## config.mk

```make
export PLATFORM = sky130hd
export DESIGN_NAME = coax_rx_ctrl
export DESIGN_NICKNAME = d
export VERILOG_FILES = /design/src/rtl/coax_pkg.sv /design/src/rtl/coax_sync_fifo.sv /design/src/rtl/coax_rx_ctrl.sv
export SDC_FILE = /design/constraint.sdc
export NUM_CORES = 1
export LEC_CHECK = 0
export CAP_MARGIN = 40
export CORE_MARGIN = 3
export CORE_UTILIZATION = 35
export DETAILED_ROUTE_END_ITERATION = 6
export PLACE_DENSITY_LB_ADDON = 0.05
export REMOVE_ABC_BUFFERS = 1
export SYNTH_ARGS = -nofsm -noshare
export SYNTH_HDL_FRONTEND = slang
export SYNTH_SLANG_ARGS = --single-unit
```

## constraint.sdc

```tcl
create_clock -name clk -period 4.3 [get_ports clk]
set_input_delay 0.645 -clock clk [delete_from_list [all_inputs] [get_ports clk]]
set_output_delay 0.645 -clock clk [all_outputs]
set_load 0.03 [all_outputs]
```

## src/rtl/coax_pkg.sv

```systemverilog
// coax_pkg: shared definitions for the 3270 coax receive path.
//   - coax_state_t : receive sequencer states
//   - COAX_WORD_W  : width of one received coax word
//   - COAX_ENTRY_W : width of one frame FIFO entry, {last, word}
//   - packEntry    : builds a FIFO entry from a word and its last flag
package coax_pkg;

  localparam int COAX_WORD_W  = 12;
  localparam int COAX_ENTRY_W = COAX_WORD_W + 1;

  typedef enum logic [1:0] {
    HOLD  = 2'd0,
    TURN  = 2'd1,
    IDLE  = 2'd2,
    FRAME = 2'd3
  } coax_state_t;

  function automatic logic [COAX_ENTRY_W-1:0] packEntry(
    input logic                   last,
    input logic [COAX_WORD_W-1:0] word
  );
    return {last, word};
  endfunction

endpackage

```

## src/rtl/coax_sync_fifo.sv

```systemverilog
// coax_sync_fifo: single-clock show-ahead FIFO.
//   clk, reset (sync, active-low)
//   push, pushData  : write side; a push to a full FIFO is ignored unless a
//                     pop happens in the same cycle, in which case both occur
//   pop             : consume the head entry (ignored when empty)
//   popData         : head entry, valid whenever empty==0; reads 0 when empty
//   full, empty     : status flags
module coax_sync_fifo #(
  parameter int WIDTH = 13,
  parameter int DEPTH = 16
) (
  input  logic             clk,
  input  logic             reset,
  input  logic             push,
  input  logic [WIDTH-1:0] pushData,
  input  logic             pop,
  output logic [WIDTH-1:0] popData,
  output logic             full,
  output logic             empty
);

  localparam int AW = $clog2(DEPTH);
  localparam int PW = AW + 1;

  logic [WIDTH-1:0] mem [DEPTH];
  logic [PW-1:0]    wrPtr;
  logic [PW-1:0]    rdPtr;
  logic             doPush;
  logic             doPop;

  // Pointers carry one extra wrap bit: equal addresses with differing wrap
  // bits means full, identical pointers means empty.
  assign empty = (wrPtr == rdPtr);
  assign full  = (wrPtr[AW] != rdPtr[AW]) && (wrPtr[AW-1:0] == rdPtr[AW-1:0]);

  assign doPop  = pop && !empty;
  // A pop frees the slot in the same cycle, so a push onto a full FIFO is
  // accepted when it coincides with a pop.
  assign doPush = push && (!full || doPop);

  always_ff @(posedge clk) begin
    if (!reset) begin
      wrPtr <= '0;
      rdPtr <= '0;
    end else begin
      if (doPush) wrPtr <= wrPtr + PW'(1);
      if (doPop)  rdPtr <= rdPtr + PW'(1);
    end
  end

  always_ff @(posedge clk) begin
    if (doPush) mem[wrPtr[AW-1:0]] <= pushData;
  end

  // Gated so stale or uninitialised storage never shows on the output.
  assign popData = empty ? '0 : mem[rdPtr[AW-1:0]];

endmodule

```

## src/rtl/coax_rx_ctrl.sv

```systemverilog
// coax_rx_ctrl: receive-side sequencer for the 3270 coax receiver.
// Keeps the receiver in reset while the local transmitter owns the line and
// for a turnaround window after it releases it, groups received words into
// frames by inter-word silence, and buffers {last, word} entries in a FIFO.
//
// Ports:
//   clk            system clock
//   reset          synchronous, active-low
//   txBusy         transmitter is driving the line
//   rxReset        registered active-high reset to the receiver
//   rxWord         received word, qualified by wordAvailable (1-cycle strobe)
//   outWord        head-of-FIFO word
//   outLast        head word closes its frame
//   outValid       FIFO not empty
//   outReady       host accepts the head word (pop on outValid && outReady)
//   frameActive    registered: controller is in FRAME
//   overflow       sticky: a word was dropped on a full FIFO
//   overflowClear  clears overflow (a simultaneous drop wins)
//   dbgState       current controller state
//
// Handshake: a word transfers on every clk edge where outValid && outReady
// are both 1; outWord/outLast are stable while outValid=1 and outReady=0.
module coax_rx_ctrl
  import coax_pkg::*;
#(
  parameter int DEPTH       = 16,
  parameter int EOF_TIMEOUT = 1024,
  parameter int TURNAROUND  = 256
) (
  input  logic                   clk,
  input  logic                   reset,
  input  logic                   txBusy,
  output logic                   rxReset,
  input  logic [COAX_WORD_W-1:0] rxWord,
  input  logic                   wordAvailable,
  output logic [COAX_WORD_W-1:0] outWord,
  output logic                   outLast,
  output logic                   outValid,
  input  logic                   outReady,
  output logic                   frameActive,
  output logic                   overflow,
  input  logic                   overflowClear,
  output coax_state_t            dbgState
);

  localparam int CNT_MAX = (EOF_TIMEOUT > TURNAROUND) ? EOF_TIMEOUT : TURNAROUND;
  localparam int CNT_W   = $clog2(CNT_MAX);

  localparam logic [CNT_W-1:0] TURN_LAST = CNT_W'(TURNAROUND - 1);
  localparam logic [CNT_W-1:0] EOF_LAST  = CNT_W'(EOF_TIMEOUT - 1);

  coax_state_t state;
  coax_state_t stateNext;

  logic [CNT_W-1:0]       turnCnt;
  logic [CNT_W-1:0]       turnCntNext;
  logic [CNT_W-1:0]       silCnt;
  logic [CNT_W-1:0]       silCntNext;

  logic [COAX_WORD_W-1:0] stagedWord;
  logic                   stagedValid;
  logic                   stageLoad;
  logic                   pushReq;
  logic                   pushLast;

  logic [COAX_ENTRY_W-1:0] fifoHead;
  logic                    fifoFull;
  logic                    fifoEmpty;
  logic                    popReq;
  logic                    fifoPush;

  // ---------------------------------------------------------------------
  // State and counter registers
  // ---------------------------------------------------------------------
  always_ff @(posedge clk) begin
    if (!reset) begin
      state   <= HOLD;
      turnCnt <= '0;
      silCnt  <= '0;
    end else begin
      state   <= stateNext;
      turnCnt <= turnCntNext;
      silCnt  <= silCntNext;
    end
  end

  // ---------------------------------------------------------------------
  // Next-state logic. txBusy has priority everywhere: the transmitter
  // owning the line overrides any word strobe seen in the same cycle.
  // Counters saturate at all-ones so they never wrap back into range.
  // ---------------------------------------------------------------------
  always_comb begin
    stateNext   = state;
    turnCntNext = turnCnt;
    silCntNext  = silCnt;
    stageLoad   = 1'b0;
    pushReq     = 1'b0;
    pushLast    = 1'b0;

    unique case (state)
      HOLD: begin
        if (!txBusy) begin
          stateNext   = TURN;
          turnCntNext = '0;
        end
      end

      TURN: begin
        if (txBusy) begin
          stateNext = HOLD;
        end else if (turnCnt == TURN_LAST) begin
          stateNext = IDLE;
        end else if (turnCnt != '1) begin
          turnCntNext = turnCnt + CNT_W'(1);
        end
      end

      IDLE: begin
        if (txBusy) begin
          stateNext = HOLD;
        end else if (wordAvailable) begin
          stageLoad  = 1'b1;
          silCntNext = '0;
          stateNext  = FRAME;
        end
      end

      FRAME: begin
        if (txBusy) begin
          // Close the frame on the word already staged; a word strobed in
          // this cycle arrived while the line was being taken and is lost.
          pushReq   = stagedValid;
          pushLast  = 1'b1;
          stateNext = HOLD;
        end else if (wordAvailable) begin
          pushReq    = stagedValid;
          stageLoad  = 1'b1;
          silCntNext = '0;
        end else if (silCnt == EOF_LAST) begin
          pushReq   = stagedValid;
          pushLast  = 1'b1;
          stateNext = IDLE;
        end else if (silCnt != '1) begin
          silCntNext = silCnt + CNT_W'(1);
        end
      end

      default: stateNext = HOLD;
    endcase
  end

  // ---------------------------------------------------------------------
  // Staging register: holds the newest word until we know whether it is
  // the last of its frame (next strobe, silence timeout or txBusy).
  // ---------------------------------------------------------------------
  always_ff @(posedge clk) begin
    if (!reset) begin
      stagedWord  <= '0;
      stagedValid <= 1'b0;
    end else if (stageLoad) begin
      stagedWord  <= rxWord;
      stagedValid <= 1'b1;
    end else if (pushReq) begin
      stagedValid <= 1'b0;
    end
  end

  // ---------------------------------------------------------------------
  // Registered outputs derived from the state
  // ---------------------------------------------------------------------
  always_ff @(posedge clk) begin
    if (!reset) begin
      rxReset     <= 1'b1;
      frameActive <= 1'b0;
    end else begin
      rxReset     <= (state == HOLD) || (state == TURN);
      frameActive <= (state == FRAME);
    end
  end

  // ---------------------------------------------------------------------
  // Overflow: a push is dropped only when the FIFO is full and no pop
  // frees a slot in the same cycle. Set takes priority over clear.
  // ---------------------------------------------------------------------
  assign popReq   = outValid && outReady;
  assign fifoPush = pushReq;

  always_ff @(posedge clk) begin
    if (!reset) begin
      overflow <= 1'b0;
    end else if (fifoPush && fifoFull && !popReq) begin
      overflow <= 1'b1;
    end else if (overflowClear) begin
      overflow <= 1'b0;
    end
  end

  coax_sync_fifo #(
    .WIDTH (COAX_ENTRY_W),
    .DEPTH (DEPTH)
  ) u_fifo (
    .clk      (clk),
    .reset    (reset),
    .push     (fifoPush),
    .pushData (packEntry(pushLast, stagedWord)),
    .pop      (popReq),
    .popData  (fifoHead),
    .full     (fifoFull),
    .empty    (fifoEmpty)
  );

  assign outValid = !fifoEmpty;
  assign outLast  = fifoHead[COAX_ENTRY_W-1];
  assign outWord  = fifoHead[COAX_WORD_W-1:0];
  assign dbgState = state;

endmodule

```

Yosys cells after proc, flatten, opt, wreduce, memory -nomap -nowiden --
Memories as Yosys holds them, arrays and structs flattened. A register that Yosys moved wholly into a read port is not among the register bits. Index checks and enable logic that the tools add are counted.
Operators by class: add/sub/neg operators 4, multiply operators 0, div/mod/pow operators 0, $lt $le $gt $ge 0, equal/unequal tests 23, shift operators 0, mux-type cells 41, bitwise gates (word level) 0, reductions and logical operators 20
Operators with widths (count):
- $mux W10 | 10
- $pmux W10 S2 | 2
- $add A10 B1 Y10 const B | 2
- $ne A10 B10 Y1 const B | 2
- $ne A3 B3 Y1 const B | 6
- $mux W1 | 17
- $mux W2 | 8
- $ne A2 B2 Y1 const B | 7
- $mux W13 | 1
- $add A5 B1 Y5 const B | 2
- $eq A10 B10 Y1 const B | 1
- $eq A10 B8 Y1 const B | 1
- $reduce_and A5 Y1 | 2
- $mux W4 | 2
- $pmux W2 S4 | 1
- $reduce_bool A2 Y1 | 4
- $logic_and A1 B1 Y1 | 6
- $reduce_and A6 Y1 | 1
- $eq A5 B5 Y1 | 1
- $eq A2 B2 Y1 const B | 2
- $eq A4 B4 Y1 | 1
- $logic_not A1 Y1 | 3
- $eq A2 B1 Y1 const B | 1
- $logic_not A2 Y1 | 1
- other kinds (3) | 4
Word-level totals: register bits 48, latch bits 0, bits in writable memories 208, memory bits (read-only) 0, bits of input ports 18, output and inout bits 19, logic and storage cells 99, memories 1
Memory list:
- u_fifo.mem | words 16, bits a word 13, read ports 1, clocked after Yosys merged registers in 1, write ports 1, line coax_sync_fifo.sv:25 | logic [WIDTH-1:0] mem [DEPTH];

Longest topological paths before layout --
Gate-level depths: netlist of run 1.
word-level depth 8, gate-level depth with buffers 7, gate-level depth less buffers 6

By module --
Synthesis of run 1 repeated with hierarchy kept, for this count alone.
Unflattened totals: cells, all modules 634, area total of the unflattened synthesis 10443.8 sq um
Modules (own cells, without submodules):
- coax_sync_fifo | instances 1, cells an instance 410, area an instance 8630.8 sq um, seq. area each 6526.3 sq um
- coax_rx_ctrl | instances 1, cells an instance 224, area an instance 1813.0 sq um, seq. area each 760.7 sq um

Least setup slack after synthesis of run 1 --
Ideal clock, no wire load.
path type reg-to-reg, start reg state[1], in the netlist dbgState[1], end mem u_fifo.mem[2][0] (enable), library setup time 0.400 ns, arrival time 2.518 ns, required time 3.900 ns, path slack 1.383 ns, stages on the path, launching flop included 8, buffers on the path 2, period minus slack after synthesis 2.917 ns, cells stage by stage dfxtp_1 -> clkbuf_1 -> and2_1 -> nand2_1 -> a211oi_4 -> buf_4 -> nand2_1 -> nor3_1
Between the ends: word-level cells in the longest chain between the ends 5
RTL lines:
- from (decl) | line coax_rx_ctrl.sv:52 | coax_state_t state;
- from (signal assigned) | line coax_rx_ctrl.sv:81 | state <= stateNext;
- $eq A2 B2 Y1 | line coax_rx_ctrl.sv:100 | unique case (state)
- $mux W1 | line coax_rx_ctrl.sv:100
- $logic_and A1 B1 Y1 | line coax_sync_fifo.sv:39 | assign doPush = push && (!full || doPop);
- $mux W1 | line coax_sync_fifo.sv:52 | if (doPush) mem[wrPtr[AW-1:0]] <= pushData;
- $mux W1 (implied by the code) | line coax_sync_fifo.sv:52
- to (decl) | line coax_sync_fifo.sv:25
No other way between the ends.

==> results of run 1 <==
worst paths after layout:
kind                            slack [ps]                         start                           end  depth (start not counted)
worst max-delay path                   310                          flop                    outWord[5]                          5
worst min-delay path                   490  u_fifo.wrPtr[4]$_SDFFE_PN0P_  u_fifo.wrPtr[4]$_SDFFE_PN0P_                          2
worst max register to register        1340        silCnt[0]$_SDFFE_PN0P_    u_fifo.mem[7][6]$_DFFE_PP_                          6
worst min register to register         490  u_fifo.wrPtr[4]$_SDFFE_PN0P_  u_fifo.wrPtr[4]$_SDFFE_PN0P_                          2
power by group through the flow:
stage                       logic, W  clock network [W]  registers, W
final                      0.0000391            0.00230       0.00268
after floorplan           0.00000913                  0       0.00273
after global routing       0.0000427            0.00248       0.00268
after detailed placement   0.0000399                  0       0.00273
after CTS                  0.0000402            0.00238       0.00268
after global placement     0.0000399                  0       0.00273
stage by stage:
| step | setup WS, ps | cells | instance area (µm²) | hold slack [ps] | utilization, % |
|---|---|---|---|---|---|
| floorplan | 47.01 | 565 | 10240 | 455.9 | - |
| global placement | 804.6 | 1008 | 11300 | 471.6 | 39.06 |
| detailed placement | 789.7 | 1013 | 11370 | 479.7 | 39.28 |
| CTS | 202.1 | 1066 | 12260 | 487.5 | 42.35 |
| global route | 85.52 | 1066 | 12260 | 510.8 | 42.35 |
| finish | 310.1 | 1066 | 12260 | 485.0 | 42.35 |
worst min-delay path, delay by kind of cell, from the launching register on:
family | cells | cell delay (ps)
flip-flops | 1 | 330
multiplexers | 1 | 50
AND/OR/NAND/NOR | 1 | 60
sequential cells by signal, indices dropped and copies added (netlist names), 2 cells and up, named ones only:
name and count:
silCnt 10, u_fifo.wrPtr 5, u_fifo.mem 208, stagedWord 12
u_fifo.rdPtr 5, dbgState 2, turnCnt 10
cell type report:
cell class / instances / area (µm²) / area share (%)
flip-flops and latches: 260 / 7292 / 59.50
repair buffers: 64 / 623.1 / 5.084
clock buffers: 38 / 789.5 / 6.442
multi-input cells: 302 / 2959 / 24.14
inverters: 3 / 11.26 / 0.09188
clock inverters: 15 / 100.1 / 0.8167
well taps: 384 / 480.5 / 3.920
per-layer routing:
| layer | track usage, % | up-vias |
|---|---|---|
| li1 | - | 2464 |
| met1 | 21.19 | 2827 |
| met2 | 27.76 | 84 |
| met3 | 2.107 | 31 |
| met4 | 3.571 | 0 |
| met5 | 0 | - |
synth_stat cells (all sizes together):
library cell,n,area share [%]
nand4b,1,0.084
and3,15,0.90
o211ai,6,0.43
a211oi,2,0.27
xnor2,10,0.84
or2,2,0.12
nor3b,1,0.072
o31a,1,0.084
a21boi,14,1.0
inv,3,0.11
mux4,65,14
and2,25,1.5
ha,7,0.84
o22ai,1,0.060
dfxtp,52,10
a21oi,7,0.34
nand2b,4,0.24
buf,10,0.68
mux2i,5,0.48
nor2b,6,0.36
o21ai,6,0.29
o21a,1,0.072
nand2,43,1.6
and4,1,0.084
clkbuf,18,0.65
nor3,8,0.39
or3,2,0.12
o2111ai,1,0.084
o21bai,1,0.072
nor4,7,0.57
nand3,10,0.48
edfxtp,208,60
nand4,11,0.66
xor2,16,1.4
nor2,23,0.83
logic make-up (layout without fill, tap and decap cells):
logic type / Yosys count / count (layout)
AOI/OAI and AO/OA: 40 / 40
adders and majority gates: 7 / 7
and+or+nand+nor: 159 / 159
buffers and inverters: 31 / 120
xor gates and xnor gates: 26 / 26
DFF: 260 / 260
muxes: 70 / 70
==> results_dict.tcl, run 1 <==
set metrics [dict create \
    final_cell_mix "edfxtp_1, mux4_2, dfxtp_1" \
    clock_latency_ps 540 \
    crit_family "multiplexers" \
    avgViaCountPerCell 5.071 \
    synth_top_family_by_area "multiplexers" \
    synthCells 593 \
    vias 5406 \
    cts-resized-gates 0 \
    maxCapViolations 0 \
    max_freq_ghz 0.2506 \
    hold_violations 0 \
    wire_per_inst_um 22.82 \
    finalMaxSlewViolations 0 \
    tightest_slew_ps 673.1 \
    fin_setup_tns_ps 0 \
    cts_setup_buffers 0 \
    grt.overflow.total 0 \
    slowest_delay_ps 670 \
    min_period_ps 3990 \
    crit_buf_inv 2 \
    fp.dieH_um 178.2 \
    final_nets 685 \
    start_kind "flop" \
    ys_warn_count 0 \
    clock-root-buffer "clkbuf_16" \
    met1_length_um 10640 \
    worstSetupPathType "reg2out" \
    ir_drop_mv 0.2648 \
    synth_adder_area_share_pct 0.8442 \
    grt_pass1_vias 5736 \
    highest_layer "met4" \
    row_count 62 \
    portBuffers 36 \
    leakage_nw 4.454 \
    coreArea_um2 28940 \
    wl_met2_um 12470 \
    cts_max_level 1 \
    ys_types 42 \
    status "finished clean" \
    dp_hpwl_um 14720 \
    synth_xor_xnor_area_share_pct 2.195 \
    gp_congestion 0.7535 \
    cts_tree "done" \
    drt.antenna.violating_nets 0 \
    area_delta_synth_final_pct 18.13 \
    grt_max_degree 53 \
    cp.arrival_ps 3340 \
    antenna_cells 0 \
    num_io_pins 37 \
    initial_core_util_pct 35.86 \
    grt_pass1_wl_um 36970 \
    clkPwrFrac_pct 45.8 \
    setup_viol 0 \
    comb_power_share_pct 0.8 \
    pwr_density_cell_nw_per_um2 409.6 \
    drive_gt1_share_pct 20.97 \
    yosys_register_bits 260 \
    rsz0062_at_grt "false" \
    intPower_w 0.004043 \
    die_x_um 178.2 \
    die_area_um2 31740 \
    drc 0 \
    min_path_type "reg2reg" \
    crit_fanout 23 \
    cts_hold_buf 0 \
    wl_met3_um 826 \
    cts_sinks 260 \
    ys_seq_area_share_pct 70.24 \
    crit_required_ps 3650 \
    firstDrtPassIters 4 \
    clock_skew_ps 12.62 \
    cp_cell_sequence "buf_4 > mux4_2 > mux4_2 > and2_1 > clkdlybuf4s50_1" \
    grt_usage_pct 15.87 \
    layout_commonest_cell "edfxtp_1" \
    synth_simple_gate_area_share_pct 7.984 \
    synth-compound-area-share_pct 2.713 \
    power_w 0.005020 \
    clk_pin_slew_ps 60 \
    antenna_found_initial 0 \
    syn_area_um2 10370 \
    min_period_over_period_pct 92.79 \
    worst_setup_path_end_kind "output port" \
    relSlewSlack_pct 54.98 \
    cts_buffers 29 \
    initialDrtViolationCount 393 \
    swShare_pct 19.47 \
    routed_wl_um 24330 \
    p_switching_w 0.0009773 \
    cpMaxStageDelayCell "dfxtp_4" \
    nFillCells 2599 \
    cts_buffer_depth 3 \
    muxShareOfSynthArea_pct 14.59 \
    p_seq_share_pct 53.4 \
    avgSynthCellArea_um2 17.50 \
    cp_common_cell "mux4_2" \
]
No activity file was read; power rests on OpenSTA's default activity.
==> inputs of run 2 (changes only) <==
--- a/config.mk
+++ b/config.mk
@@ -14,3 +14,4 @@
 export SYNTH_ARGS = -nofsm -noshare
 export SYNTH_HDL_FRONTEND = slang
 export SYNTH_SLANG_ARGS = --single-unit
+export TNS_END_PERCENT = 20
==> results of run 2 <==
Same layout as run 1: the final DEF is identical, and so are final timing and power.
